$ cat src/rtl/periph_pkg.sv
// Shared constants for the peripheral responder: window base, register offsets
// and the hex-to-seven-segment table.
package periph_pkg;

    localparam logic [19:0] PERIPH_BASE = 20'hFFFFF;

    localparam logic [11:0] OFF_DIG  = 12'h000;
    localparam logic [11:0] OFF_TCNT = 12'h020;
    localparam logic [11:0] OFF_TDIV = 12'h024;
    localparam logic [11:0] OFF_LED  = 12'h060;
    localparam logic [11:0] OFF_SW   = 12'h070;
    localparam logic [11:0] OFF_BTN  = 12'h078;

    // Active-high segments, bit order {G,F,E,D,C,B,A}.
    function automatic logic [6:0] hex7(input logic [3:0] v);
        logic [6:0] s;
        case (v)
            4'h0: s = 7'h3F;
            4'h1: s = 7'h06;
            4'h2: s = 7'h5B;
            4'h3: s = 7'h4F;
            4'h4: s = 7'h66;
            4'h5: s = 7'h6D;
            4'h6: s = 7'h7D;
            4'h7: s = 7'h07;
            4'h8: s = 7'h7F;
            4'h9: s = 7'h6F;
            4'hA: s = 7'h77;
            4'hB: s = 7'h7C;
            4'hC: s = 7'h39;
            4'hD: s = 7'h5E;
            4'hE: s = 7'h79;
            default: s = 7'h71;
        endcase
        return s;
    endfunction

endpackage

$ cat src/rtl/bus_periph_resp_if.sv
// CPU data bus as seen by the peripheral responder.
// No handshake: the CPU presents Bus_addr/Bus_we/Bus_wdata for one cycle, a write
// commits at the closing clock edge, and Bus_rdata/periph_hit are combinational.
interface bus_periph_resp_if;
    logic [31:0] Bus_addr;
    logic        Bus_we;
    logic [31:0] Bus_wdata;
    logic [31:0] Bus_rdata;
    logic        periph_hit;

    modport master (output Bus_addr, Bus_we, Bus_wdata, input Bus_rdata, periph_hit);
    modport slave  (input Bus_addr, Bus_we, Bus_wdata, output Bus_rdata, periph_hit);
endinterface

$ cat src/rtl/bus_periph_resp_seg_scan.sv
// Multiplexed 8-digit seven-segment driver: each digit is lit for SCAN_DIV cycles in turn.
module seg_scan
    import periph_pkg::*;
#(
    parameter int SCAN_DIV = 20000
) (
    input  logic        cpu_clk,
    input  logic        cpu_rst,
    input  logic [31:0] digits,
    output logic [7:0]  dig_en,
    output logic [7:0]  dig_seg
);

    localparam int SC_W = $clog2(SCAN_DIV);

    logic [SC_W-1:0] sc_q, sc_d;
    logic [2:0]      idx_q, idx_d;

    always_comb begin
        sc_d  = sc_q + SC_W'(1);
        idx_d = idx_q;
        if (sc_q == SC_W'(SCAN_DIV - 1)) begin
            sc_d  = '0;
            idx_d = idx_q + 3'd1;
        end
    end

    always_ff @(posedge cpu_clk) begin
        if (cpu_rst) begin
            sc_q  <= '0;
            idx_q <= '0;
        end else begin
            sc_q  <= sc_d;
            idx_q <= idx_d;
        end
    end

    // Decode straight from the live digit register so a DIG write shows next cycle.
    assign dig_en  = ~(8'b1 << idx_q);
    assign dig_seg = {1'b1, ~hex7(digits[{idx_q, 2'b00} +: 4])};

endmodule

$ cat src/rtl/bus_periph_resp.sv
// Peripheral-window responder: LED, display and timer registers plus switch/button
// synchronisers, with combinational reads and write-on-edge.
module bus_periph_resp
    import periph_pkg::*;
#(
    parameter int SCAN_DIV = 20000,
    parameter int TIMER_W  = 32
) (
    input  logic                   cpu_clk,
    input  logic                   cpu_rst,
    bus_periph_resp_if.slave       bus,
    input  logic [23:0]            sw,
    input  logic [4:0]             button,
    output logic [23:0]            led,
    output logic [7:0]             dig_en,
    output logic [7:0]             dig_seg
);

    logic [31:0]        dig_q, dig_d;
    logic [TIMER_W-1:0] tcnt_q, tcnt_d;
    logic [TIMER_W-1:0] tdiv_q, tdiv_d;
    logic [TIMER_W-1:0] pre_q, pre_d;
    logic [23:0]        led_q, led_d;
    logic [23:0]        sw_meta_q, sw_sync_q;
    logic [4:0]         btn_meta_q, btn_sync_q;

    logic        hit;
    logic        wr;
    logic [11:0] off;
    logic [31:0] rdata;
    logic        unused_addr_lsb;

    assign hit             = (bus.Bus_addr[31:12] == PERIPH_BASE);
    assign off             = {bus.Bus_addr[11:2], 2'b00};
    assign wr              = bus.Bus_we && hit;
    assign unused_addr_lsb = ^bus.Bus_addr[1:0];

    always_comb begin
        rdata = '0;
        if (hit) begin
            case (off)
                OFF_DIG:  rdata = dig_q;
                OFF_TCNT: rdata = 32'(tcnt_q);
                OFF_TDIV: rdata = 32'(tdiv_q);
                OFF_LED:  rdata = {8'h00, led_q};
                OFF_SW:   rdata = {8'h00, sw_sync_q};
                OFF_BTN:  rdata = {27'h0, btn_sync_q};
                default:  rdata = '0;
            endcase
        end
    end

    always_comb begin
        dig_d  = dig_q;
        led_d  = led_q;
        tdiv_d = tdiv_q;
        tcnt_d = tcnt_q;
        pre_d  = pre_q;
        if (tdiv_q != '0) begin
            if (pre_q == tdiv_q - TIMER_W'(1)) begin
                pre_d  = '0;
                tcnt_d = tcnt_q + TIMER_W'(1);
            end else begin
                pre_d = pre_q + TIMER_W'(1);
            end
        end
        // Bus writes come last so they override a same-cycle tick.
        if (wr) begin
            case (off)
                OFF_DIG:  dig_d = bus.Bus_wdata;
                OFF_LED:  led_d = bus.Bus_wdata[23:0];
                OFF_TCNT: begin
                    tcnt_d = bus.Bus_wdata[TIMER_W-1:0];
                    pre_d  = '0;
                end
                OFF_TDIV: begin
                    tdiv_d = bus.Bus_wdata[TIMER_W-1:0];
                    pre_d  = '0;
                end
                default: ;
            endcase
        end
    end

    always_ff @(posedge cpu_clk) begin
        if (cpu_rst) begin
            dig_q      <= '0;
            tcnt_q     <= '0;
            tdiv_q     <= '0;
            pre_q      <= '0;
            led_q      <= '0;
            sw_meta_q  <= '0;
            sw_sync_q  <= '0;
            btn_meta_q <= '0;
            btn_sync_q <= '0;
        end else begin
            dig_q      <= dig_d;
            tcnt_q     <= tcnt_d;
            tdiv_q     <= tdiv_d;
            pre_q      <= pre_d;
            led_q      <= led_d;
            sw_meta_q  <= sw;
            sw_sync_q  <= sw_meta_q;
            btn_meta_q <= button;
            btn_sync_q <= btn_meta_q;
        end
    end

    assign bus.Bus_rdata  = rdata;
    assign bus.periph_hit = hit;
    assign led            = led_q;

    seg_scan #(.SCAN_DIV(SCAN_DIV)) u_scan (
        .cpu_clk (cpu_clk),
        .cpu_rst (cpu_rst),
        .digits  (dig_q),
        .dig_en  (dig_en),
        .dig_seg (dig_seg)
    );

endmodule
$ cat src/flat_wrapper.sv
// flat-port wrapper written by rule: the top's interface ports become plain ports
module bus_periph_resp_flat import periph_pkg::*;
#(
    parameter int SCAN_DIV = 20000,
    parameter int TIMER_W  = 32
)
  (cpu_clk, cpu_rst, sw, button, led, dig_en, dig_seg, bus_Bus_addr, bus_Bus_we, bus_Bus_wdata, bus_Bus_rdata, bus_periph_hit);
  bus_periph_resp_if bus_i ();
  input  logic cpu_clk;
  input  logic cpu_rst;
  input  logic [23:0] sw;
  input  logic [4:0] button;
  output logic [23:0] led;
  output logic [7:0] dig_en;
  output logic [7:0] dig_seg;
  input wire logic [$bits(bus_i.Bus_addr)-1:0] bus_Bus_addr;
  input wire logic [$bits(bus_i.Bus_we)-1:0] bus_Bus_we;
  input wire logic [$bits(bus_i.Bus_wdata)-1:0] bus_Bus_wdata;
  output wire logic [$bits(bus_i.Bus_rdata)-1:0] bus_Bus_rdata;
  output wire logic [$bits(bus_i.periph_hit)-1:0] bus_periph_hit;
  assign bus_i.Bus_addr = bus_Bus_addr;
  assign bus_i.Bus_we = bus_Bus_we;
  assign bus_i.Bus_wdata = bus_Bus_wdata;
  assign bus_Bus_rdata = bus_i.Bus_rdata;
  assign bus_periph_hit = bus_i.periph_hit;
  bus_periph_resp #(.SCAN_DIV(SCAN_DIV), .TIMER_W(TIMER_W)) u_core (.cpu_clk(cpu_clk), .cpu_rst(cpu_rst), .bus(bus_i), .sw(sw), .button(button), .led(led), .dig_en(dig_en), .dig_seg(dig_seg));
endmodule
$ cat config.mk
export PLATFORM = sky130hd
export DESIGN_NAME = bus_periph_resp_flat
export DESIGN_NICKNAME = d
export VERILOG_FILES = /design/src/rtl/periph_pkg.sv /design/src/rtl/bus_periph_resp_if.sv /design/src/rtl/bus_periph_resp_seg_scan.sv /design/src/rtl/bus_periph_resp.sv /design/src/flat_wrapper.sv
export SDC_FILE = /design/constraint.sdc
export NUM_CORES = 1
export LEC_CHECK = 0
export ABC_CLOCK_PERIOD_IN_PS = 4600
export CORE_ASPECT_RATIO = 0.5
export CORE_UTILIZATION = 45
export CTS_CLUSTER_SIZE = 10
export DETAILED_ROUTE_END_ITERATION = 8
export PLACE_DENSITY = 0.67
export SETUP_SLACK_MARGIN = 0.3
export SLEW_MARGIN = 20
export SYNTH_ARGS = -nofsm -noshare
export SYNTH_HDL_FRONTEND = slang
export SYNTH_SLANG_ARGS = --single-unit
$ cat constraint.sdc
create_clock -name cpu_clk -period 4.6 [get_ports cpu_clk]
set_input_delay 0.69 -clock cpu_clk [delete_from_list [all_inputs] [get_ports cpu_clk]]
set_output_delay 0.69 -clock cpu_clk [all_outputs]
set_load 0.005 [all_outputs]
==> Word level (Yosys, flattened, before mapping) <==
Memory sizes are Yosys's and may differ from the RTL's.
Cells that the tools add are included.
Widths: inputs -> output; s select.
{ "word_totals": {"elab_cells": 47, "rom_bits": 112, "mem_count": 1, "output_inout_bits": 73, "latch_bits": 0, "inputBits": 96, "ramBits": 0, "ff_bits": 228} }
{ "memory_table": {"columns": ["memory", "words", "width", "read_ports", "rd_ports_with_merged_regs", "wr", "line_no", "text"], "rows": [
  ["(no name shown)", 16, 7, 1, 0, 0, "periph_pkg.sv:17", "case (v)"]
]} }
{ "classes": {"n_reduce_logical": 8, "n_eq_ne": 8, "order_cmp": 0, "bitwise": 2, "div_mod_pow": 0, "add_sub_neg": 5, "mux": 10, "shift": 2, "mul": 0} }
{ "ops": {"columns": ["op", "count"], "rows": [
  ["$mux 32", 9],
  ["$pmux 32 s6", 1],
  ["$add 32x1->32 const B", 2],
  ["$eq 32x32->1", 1],
  ["$reduce_bool 32->1", 1],
  ["$shiftx 32x6->4", 1],
  ["$sub 32x1->32 const B", 1],
  ["$eq 10x5->1 const B", 3],
  ["$eq 10x4->1 const B", 2],
  ["$eq 20x20->1 const B", 1],
  ["$add 15x1->15 const B", 1],
  ["$eq 15x15->1 const B", 1],
  ["$logic_not 12->1", 1],
  ["$not 8->8", 1],
  ["$shl 1x3->8 const A", 1],
  ["$not 7->7", 1],
  ["$reduce_and 2->1", 3],
  ["$reduce_or 2->1", 2],
  ["$add 3x1->3 const B", 1],
  ["$logic_and 1x1->1", 1]
]} }

==> Logic depth before layout (Yosys ltp) <==
Gate-level depths: netlist (run 1).
{ "logic_depth": {"ltp_word": 6, "depth_mapped": 13, "mapped_depth_nobuf": 10} }

==> Modules after synthesis <==
Synthesis (run 1) repeated with hierarchy kept, for this count alone.
{ "hier_totals": {"hier_cells": 1548, "area_unflattened_um2": 12396.9} }
{ "by_module_without_submodules": {"columns": ["mod", "instances", "cells_per_inst", "area_each_um2", "seq_area_each_um2"], "rows": [
  ["bus_periph_resp", 1, 1397, 10983.0, 4204.0],
  ["seg_scan", 1, 151, 1413.9, 360.3]
]} }

==> Worst setup path after synthesis (run 1) <==
Ideal clock, no wire load.
{ "synth_path": {"path_type": "input to output", "startpoint": "input bus_Bus_addr[3]", "endpoint": "output bus_Bus_rdata[24]", "path_slack_ps": 1225, "path_stages": 8, "path_buffers": 3, "t_arrival_ps": 2685, "cell_sequence": "clkbuf_1 > or2_2 > nor4_1 > and3_1 > clkbuf_1 > o41ai_1 > clkbuf_1 > nor2_1"} }
{ "synth_via": {"elab_chain_cells": 3, "word_cells_on_any_way": 8, "cone_classes": "eq/ne (5); mux (2); reduce/logical (1)"} }
{ "synth_rtl": {"columns": ["element", "line_no", "text"], "rows": [
  ["start, declared", "flat_wrapper.sv:16", "input wire logic [$bits(bus_i.Bus_addr)-1:0] bus_Bus_addr;"],
  ["$eq 10x5->1, or another cell as far along", "bus_periph_resp.sv:41", "case (off)"],
  ["$pmux 32 s6 (*)", "bus_periph_resp.sv:41", null],
  ["$mux 32 (*)", "bus_periph_resp.sv:40", "if (hit) begin"],
  ["end, declared", "flat_wrapper.sv:19", "output wire logic [$bits(bus_i.Bus_rdata)-1:0] bus_Bus_rdata;"]
]} }
Mark *: on every way between the ends. The rest lies on a longest branch, timed or not.

==> Final worst setup path (run 1) <==
{ "layout_path": {"startpoint": "input bus_Bus_addr[7]", "endpoint": "output bus_Bus_rdata[11]"} }
The elaborated chain is that of the path after synthesis.

==> metrics, run 1 <==
clock slew at reported path FFs 0.05 ns; io pins 169; first-pass GRT wire length 61.0 mm; hold buffers post-CTS 0; WS Path Type in2out; Detailed Route Iter0 Violations 1210; Least-Margin Pin Slew 1.06 ns; WP data required 3.91 ns; Int Pwr 0.00324 W; Post-synth top flop dfxtp_1; Ys Warns 0; Initial Util 46.0%; Slew Limit Fails 0; DR WL/cell 19.9 um; post-synthesis sequential area ratio 37.3%; Crit. End Element output pin; Yosys reg bits 228; Worst Skew 0.0117 ns; Vias 11800; synth unique cells 74; CP max stage cell clkdlybuf4s50_1; CTS Buffer Depth 3; Mapped Nets 1617; total area of sequential cells 0.00457 sq mm; RSZ-0062 raised after global routing no; Tcrit/Tclk final 90.3%; crit path from bus_Bus_addr[7]; setup violation total in the final timing report 0; Pleak 5.44 nW; nature of the critical path startpoint input pin; Die ar. 0.0279 sq mm; Power Total 0.00422 W; final hold vios 0; chip height 119 um; Synth Instances 1505; vias in the first global route 11100; Reg-to-Reg Start u_core.tdiv_q[10]$_SDFFE_PP0P_; power density over the cells 284 mW/mm^2; number of synthesized flops with an enable pin 0; postcts setup bufs 0; hpwl dp 28.2 mm; Placer Congestion 0.941; asr flop ratio synth 0%; area of the multi-input gates 0.00717 sq mm; CP Max Fanout 19; post-route ant nets 0; Max-slew headroom 29.4%; Worst Hold Launch u_core.sw_meta_q[19]$_SDFF_PP0_; mean post-synth cell area 8.13 sq um; Worst path most repeated cell clkdlybuf4s50_1; switching pwr 0.000985 W; Critical Path AT 3.46 ns; Core Region 0.0266 sq mm; Comb pwr share 6.3%; Synth area leader dfxtp_1; Max-Cap Viols 0; Max Fclk 241 MHz; post-synthesis cell area 0.0122 sq mm; total global-route track usage 27.4%; total gr overflow 0; status complete, no violations; antenna violations before repair 1; row count 42; H-tree levels 1; Layout area overhead 21.6%; top-area cell type share of the netlist area 37.3%; Synth area leaders dfxtp_1 (37%), nand2_1 (7.9%), a21oi_1 (5.2%); most frequent cell after synthesis nand2_1; Clock Tree Root clkbuf_16; min cycle time layout 4.15 ns; largest net degree at the start of global routing 100; worst min-delay path category reg2reg; setup TNS 0 ns; Clock Power Share 44.5%; max incr delay on CP 0.56 ns; top post-synthesis cells by count nand2_1 (258), dfxtp_1 (228), a21oi_1 (126); worst-path cell chain clkdlybuf4s50_1 -> nor3_2 -> nand2b_1 -> nor4_2 -> and2_2 -> nor2b_1 -> buf_4 -> a222oi_1 -> a21oi_1 -> clkdlybuf4s50_1; Final #Nets 1723; DRT Pass-1 Iters 6; register share of total power 49.1%; maximum vdd drop 0.306 mV; Vias per Instance 6.00; Switching Share 23.3%; share of layout cells above drive strength 1 8.43%; final WL 39.1 mm; # fillers 2399; total clock sinks 228; DRC viols 0; Die Wd 235 um; number of buffers added on ports 165; CTS tree built; CTS Buf Count 27; Worst-Skew Late Latency 0.56 ns
kinds of logic after synthesis:
| kind of cell | synth area share [%] |
|---|---|
| AOI/OAI and AO/OA | 13.2 |
| xor gates and xnor gates | 5.63 |
| adders and majority gates | 1.64 |
| buffers and inverters | 4.45 |
| DFF | 37.3 |
| muxes | 6.33 |
| other | 0.0307 |
| and+or+nand+nor | 31.4 |
stage by stage:
step / utilization [%] / setup WS (ns) / hold slack [ns] / std cells / instance area [sq um]
after floorplan: - / 1.23 / 0.414 / 1505 / 12200
after global placement: 53.1 / 0.414 / 0.420 / 1934 / 14100
after detailed placement: 53.1 / 0.407 / 0.422 / 1934 / 14100
after CTS: 55.8 / 0.390 / 0.435 / 1966 / 14800
after global routing: 55.9 / 0.300 / 0.444 / 1967 / 14900
final: 55.9 / 0.445 / 0.432 / 1967 / 14900
path summary, 6_finish.rpt:
| kind | slack [ns] | cells past startpoint | endpoint |
|---|---|---|---|
| hold / removal | 0.43 | 1 | u_core.sw_sync_q[19]$_SDFF_PP0_ |
| setup / recovery | 0.45 | 10 | bus_Bus_rdata[11] |
| hold reg to reg | 0.43 | 1 | u_core.sw_sync_q[19]$_SDFF_PP0_ |
| setup reg to reg | 0.78 | 8 | u_core.tcnt_q[5]$_SDFF_PP0_ |
state kept, by name (all words and copies together), names as in the netlist, 15 cells and up:
name,flops
u_core.u_scan.sc_q,15
u_core.tcnt_q,32
u_core.sw_meta_q,24
u_core.pre_q,32
u_core.led,24
u_core.sw_sync_q,24
u_core.dig_q,32
u_core.tdiv_q,32
layer usage:
metal  routed length, um  global-route usage, %  up-vias
met3                3580                   5.84       88
met5                   0                      0        -
met2               17000                   42.0      528
met4                1050                   7.85        0
li1                    -                      -     5583
met1               17500                   38.6     5608
power groups by stage:
stage | clock [W] | sequential (W) | combinational [W]
after floorplan | 0 | 0.00210 | 0.000123
after CTS | 0.00191 | 0.00207 | 0.000260
final | 0.00188 | 0.00207 | 0.000266
after global routing | 0.00199 | 0.00208 | 0.000285
after detailed placement | 0 | 0.00211 | 0.000258
after global placement | 0 | 0.00211 | 0.000254
worst max-delay path, delay by kind of cell:
kind,cells,cell delay (ns)
compound gates,2,0.37
simple gates,5,1.16
buf+inv,3,1.26
cell usage in the layout (no fill, tap or decap), types with 6 or more instances in the layout:
master           instances
nor3_1                  22
and3_1                  32
nor4_4                   7
a31oi_1                 15
xnor2_1                 30
a311oi_1                 6
a211oi_1                10
nor2b_1                 63
buf_4                   24
and4_1                  11
nand2b_1                10
dfxtp_1                227
nor4b_1                  7
nor2_1                  99
nand2_1                256
nand4_1                 56
mux4_2                   9
nand3_1                 66
a21oi_1                126
ha_1                    16
nor4_1                  28
o21ai_0                 15
nand4b_1                 6
clkdlybuf4s50_1        164
a222oi_1                19
mux2i_1                 20
mux2_2                  33
xor2_1                  46
or3_1                   13
inv_1                   22
clkbuf_16               27
a22oi_1                 19
or4_1                   15
o31ai_1                  9
what timing repair did:
action	CTS	global route
endpoints found under the setup margin	1	20
resized for setup	1	4
pin swaps	0	0
area by class of cell:
type / instances / area share (%)
well taps: 352 / 2.96
inverters: 24 / 0.606
diodes: 1 / 0.0168
flip-flops and latches: 228 / 30.7
multi-input cells: 1139 / 48.2
repair buffers: 191 / 12.6
clock inverters: 2 / 0.193
clock buffers: 30 / 4.75
Note: power is estimated with default switching activity, not from simulation.
==> run 2, diff against run 1 <==
==> constraint.sdc (replaced) <==
create_clock -name cpu_clk -period 4.6 [get_ports cpu_clk]
set_input_delay 0.46 -clock cpu_clk [delete_from_list [all_inputs] [get_ports cpu_clk]]
set_output_delay 0.46 -clock cpu_clk [all_outputs]
set_load 0.005 [all_outputs]
==> run 2 against run 1 <==
Total power is 1.6% lower; count of clock-buffer cells in the layout is 2 lower; first-iteration DRC count is 22% higher; die area stayed put; final area is 0.83% lower; clock skew is 0.0014 ns higher; worst setup slack better by 0.032 ns; via count hardly changed; sequential power hardly changed; global-route usage is 0.56 points higher; combinational power hardly changed; largest power group unchanged.
==> metrics, run 2 (synthesized netlist as in run 1, its figures left out) <==
share of layout cells above drive strength 1 7.48%; Slew Limit Fails 0; Vias 11800; DRC viols 0; routing usage on met3 4.93%; register share of total power 49.9%; setup violation total in the final timing report 0; min cycle time layout 4.12 ns; Crit. End Element output pin; antenna cell count 0; total clock sinks 228; max incr delay on CP 0.74 ns; final core utilization 55.5%; Int Pwr 0.00316 W; Placer Congestion 0.924; Max Fclk 243 MHz; CP max stage cell mux2i_1; total global-route track usage 28.0%; Worst path most repeated cell mux4_2; r2r setup slk 0.79 ns; Worst Skew 0.0131 ns; RSZ-0062 raised after global routing no; final instance area 0.0148 sq mm; Final #Nets 1715; final setup margin 0.477 ns; Setup WS pre-CTS 0.404 ns; CP Max Fanout 11; commonest non-fill, non-tap cell in the layout nand2_1; vias in the first global route 11000; DR WL/cell 20.5 um; postcts setup bufs 0; Vias per Instance 6.04; met2 usage in global routing 43.1%; io pins 169; worst-path cell chain buf_4 -> mux4_2 -> mux2i_1 -> mux4_2 -> clkdlybuf4s50_1; Fin Hold WS 0.410 ns; Switching Share 23.9%; gr busiest metal met2; total gr overflow 0; Comb pwr share 6.4%; Layout area overhead 20.6%; CTS Buffer Depth 3; CTS Buf Count 26; H-tree levels 1; Core Region 0.0266 sq mm; final WL 40.1 mm; antenna violations before repair 0; status complete, no violations; Clock Power Share 43.7%; chip height 119 um; hold buffers post-CTS 0; Max-slew headroom 32.8%; WP data required 4.14 ns; area of the multi-input gates 0.00716 sq mm; Critical Path AT 3.66 ns; Die ar. 0.0279 sq mm; Tcrit/Tclk final 89.6%; Initial Util 46.0%; clock slew at reported path FFs 0.06 ns; Worst-Skew Late Latency 0.56 ns; first-pass GRT wire length 61.9 mm; grt met1 use 40.0%; number of buffers added on ports 165; Max-Cap Viols 0; post-route ant nets 0; row count 42; DRT Pass-1 Iters 8; Least-Margin Pin Slew 0.980 ns; total area of sequential cells 0.00456 sq mm; # fillers 2431; most frequent cells in the layout nand2_1 (257), dfxtp_1 (228), clkdlybuf4s50_1 (164), a21oi_1 (126), nor2_1 (99); Clock Tree Root clkbuf_16; Pleak 5.37 nW; largest net degree at the start of global routing 117; Detailed Route Iter0 Violations 1482; CTS tree built; hpwl dp 28.7 mm; worst min-delay path category in2reg; Die Wd 235 um; maximum vdd drop 0.257 mV; WS Path Type reg2out; nature of the critical path startpoint flip-flop; post-cts sizing count 0; final hold vios 0; switching pwr 0.000991 W; area post-placement 0.0140 sq mm; setup TNS 0 ns; power density over the cells 282 mW/mm^2
-- run 2: cell count changes in the layout (fill, tap and decap cells not counted), sizes merged --
| cell | delta |
|---|---|
| diode | -1 |
| clkbuf | -2 |
| buf | -7 |
| inv | -2 |
| clkinv | +1 |
-- run 2: critical path: cells and delay by family (launching register included) --
family	cells	cell delay (ns)
DFF	1	0.56
buffers and inverters	2	0.70
muxes	3	1.85
-- run 2: metal layers --
layer,up-vias,wire length [um]
met1,5632,17800
met5,-,0
li1,5566,-
met3,79,3710
met2,533,17500
met4,0,997
-- run 2: area by class of cell --
class / count / area share [%]
clock buffers: 28 / 4.46
clock inverters: 1 / 0.204
inverters: 24 / 0.611
multi-input cells: 1139 / 48.6
flip-flops and latches: 228 / 30.9
well taps: 352 / 2.99
repair buffers: 184 / 12.2
-- run 2: worst paths after layout --
kind | startpoint | endpoint | depth (start not counted)
max | u_core.u_scan.idx_q[0]$_SDFFE_PP0P_ | dig_seg[3] | 5
min reg2reg | u_core.sw_meta_q[15]$_SDFF_PP0_ | u_core.sw_sync_q[15]$_SDFF_PP0_ | 1
min | cpu_rst | u_core.tdiv_q[9]$_SDFFE_PP0P_ | 2
max reg2reg | u_core.tdiv_q[0]$_SDFFE_PP0P_ | u_core.tcnt_q[10]$_SDFF_PP0_ | 10
-- run 2: stage by stage --
stage                     total power, W  instances
after global routing             0.00428       1956
final                            0.00415       1956
after floorplan                  0.00222       1505
after CTS                        0.00417       1956
after detailed placement         0.00237       1927
after global placement           0.00236       1927
-- run 2: power groups by stage --
stage          logic [W]  clock network [W]  registers [W]
2_1_floorplan   0.000123                  0        0.00210
3_3_place_gp    0.000254                  0        0.00211
3_5_place_dp    0.000260                  0        0.00211
4_1_cts         0.000260            0.00184        0.00207
5_1_grt         0.000281            0.00192        0.00208
6_report        0.000265            0.00182        0.00207
==> run 3, diff against run 2 <==
Settings changed: CORE_UTILIZATION 45 to 56, MAX_ROUTING_LAYER from default to met4, PLACE_DENSITY 0.67 to 0.8.
==> run 3 against run 2 <==
First-iteration DRC count down 11%; flip-flop and latch count unchanged; count of clock-buffer cells in the layout unchanged; hold slack worse by 0.040 ns; combinational power about the same; final cell count down 2.9%; die area down 19%; via count up 0.47%; register-to-register slack better by 0.06 ns; maximum frequency down 0.25%; clock skew about the same.
==> metrics, run 3 (synthesized netlist as in run 1, its figures left out) <==
most frequent cells in the layout nand2_1 (256), dfxtp_1 (228), clkdlybuf4s50_1 (164), a21oi_1 (126), nor2_1 (99); Die ar. 0.0225 sq mm; CTS tree built; Detailed Route Iter0 Violations 1324; worst min-delay path category in2reg; Critical Path Stages 8; antenna cell count 0; register share of total power 50.3%; final hold vios 0; CTS Buffer Depth 3; Int Pwr 0.00316 W; total gr overflow 0; total clock sinks 228; Slew Limit Fails 0; switching pwr 0.000962 W; Core Region 0.0210 sq mm; Setup WS pre-CTS 0.636 ns; post-cts sizing count 0; Max Fclk 242 MHz; CP max stage cell clkdlybuf4s50_1; WP data required 4.14 ns; power density over the cells 281 mW/mm^2; antenna violations before repair 0; Worst-Skew Late Latency 0.56 ns; Least-Margin Pin Slew 1.05 ns; min cycle time layout 4.13 ns; H-tree levels 1; Clock Power Share 43.4%; maximum vdd drop 0.239 mV; WS Path Type in2out; status complete, no violations; Vias per Instance 6.25; io pins 169; chip height 107 um; clock slew at reported path FFs 0.06 ns; postcts setup bufs 0; CP Buf/Inv Count 3; CP Max Fanout 16; Max-slew headroom 29.2%; share of layout cells above drive strength 1 7.71%; Comb pwr share 6.3%; setup TNS 0 ns; row count 37; Die Wd 211 um; CTS Buf Count 26; hpwl dp 27.4 mm; final setup margin 0.467 ns; post-route ant nets 0; Crit. End Element output pin; Initial Util 58.3%; Final #Nets 1719; hold buffers post-CTS 0; RSZ-0062 raised after global routing no; CP top delay family buffers and inverters; largest net degree at the start of global routing 115; hold path cells 2; Critical Path AT 3.67 ns; final WL 38.1 mm; Tcrit/Tclk final 89.9%; DRC viols 0; Worst path most repeated cell clkdlybuf4s50_1; DR WL/cell 20.1 um; Pleak 5.39 nW; Clock Tree Root clkbuf_16; Switching Share 23.3%; Placer Congestion 0.946; Max-Cap Viols 0; Vias 11900; first-pass GRT wire length 58.8 mm; total global-route track usage 34.5%; setup violation total in the final timing report 0; commonest non-fill, non-tap cell in the layout nand2_1; DRT Pass-1 Iters 7; number of buffers added on ports 165; Worst Skew 0.0130 ns; nature of the critical path startpoint input pin; vias in the first global route 10900; Reg2Reg Depth 8; max incr delay on CP 0.59 ns; worst-path cell chain clkdlybuf4s50_1 -> or2_2 -> nor4_1 -> and3_1 -> buf_4 -> a22oi_1 -> a21oi_1 -> clkdlybuf4s50_1; Layout area overhead 20.1%
-- run 3: final cells by class --
cell class                 instances  area (sq um)
multi-input combinational       1139          7150
fill                            1658          6280
sequential                       228          4560
timing repair buffer             188          1830
clock buffer                      28           658
tap                              292           365
inverter                          24          90.1
clock inverter                     1          30.0
-- run 3: power groups by stage --
stage | Clock, W | Combinational (W) | Sequential, W
floorplan | 0 | 0.000123 | 0.00210
global placement | 0 | 0.000247 | 0.00211
detailed placement | 0 | 0.000253 | 0.00211
CTS | 0.00181 | 0.000255 | 0.00207
global route | 0.00190 | 0.000278 | 0.00208
finish | 0.00179 | 0.000262 | 0.00207
-- run 3: routing by layer --
layer  track usage (%)  up-vias  routed length [um]
met5                 -        -                   0
met4              9.42        0                 969
met3              9.01       90                4470
met2              49.5      633               16100
met1              47.5     5574               16600
li1                  -     5569                   -
-- run 3: worst reg2reg max path, cell delays in order (launching register included) --
cell     delay (ns)
dfxtp_1        0.47
nor4_4         0.56
nand4_4        0.25
or4b_1         0.58
and4b_4        0.25
nor4_4         0.54
nand4_4        0.31
and4_1         0.31
or3_1          0.37
-- run 3: per-stage QoR --
| step | hold slack [ns] | instances | total power, W | area (sq um) | util, % |
|---|---|---|---|---|---|
| after floorplan | 0.414 | 1505 | 0.00222 | 12200 | - |
| after global placement | 0.421 | 1871 | 0.00236 | 14000 | 66.7 |
| after detailed placement | 0.420 | 1871 | 0.00237 | 14000 | 66.7 |
| after CTS | 0.356 | 1900 | 0.00413 | 14700 | 70.0 |
| after global routing | 0.381 | 1900 | 0.00425 | 14700 | 70.0 |
| final | 0.370 | 1900 | 0.00412 | 14700 | 70.0 |
-- run 3: path summary, 6_finish.rpt --
| check | slack, ns | endpoint | start |
|---|---|---|---|
| max | 0.47 | bus_Bus_rdata[3] | bus_Bus_addr[3] |
| min | 0.37 | u_core.tdiv_q[4]$_SDFFE_PP0P_ | cpu_rst |
| max reg2reg | 0.85 | u_core.tcnt_q[10]$_SDFF_PP0_ | u_core.tdiv_q[11]$_SDFFE_PP0P_ |
| min reg2reg | 0.43 | u_core.btn_sync_q[0]$_SDFF_PP0_ | u_core.btn_meta_q[0]$_SDFF_PP0_ |
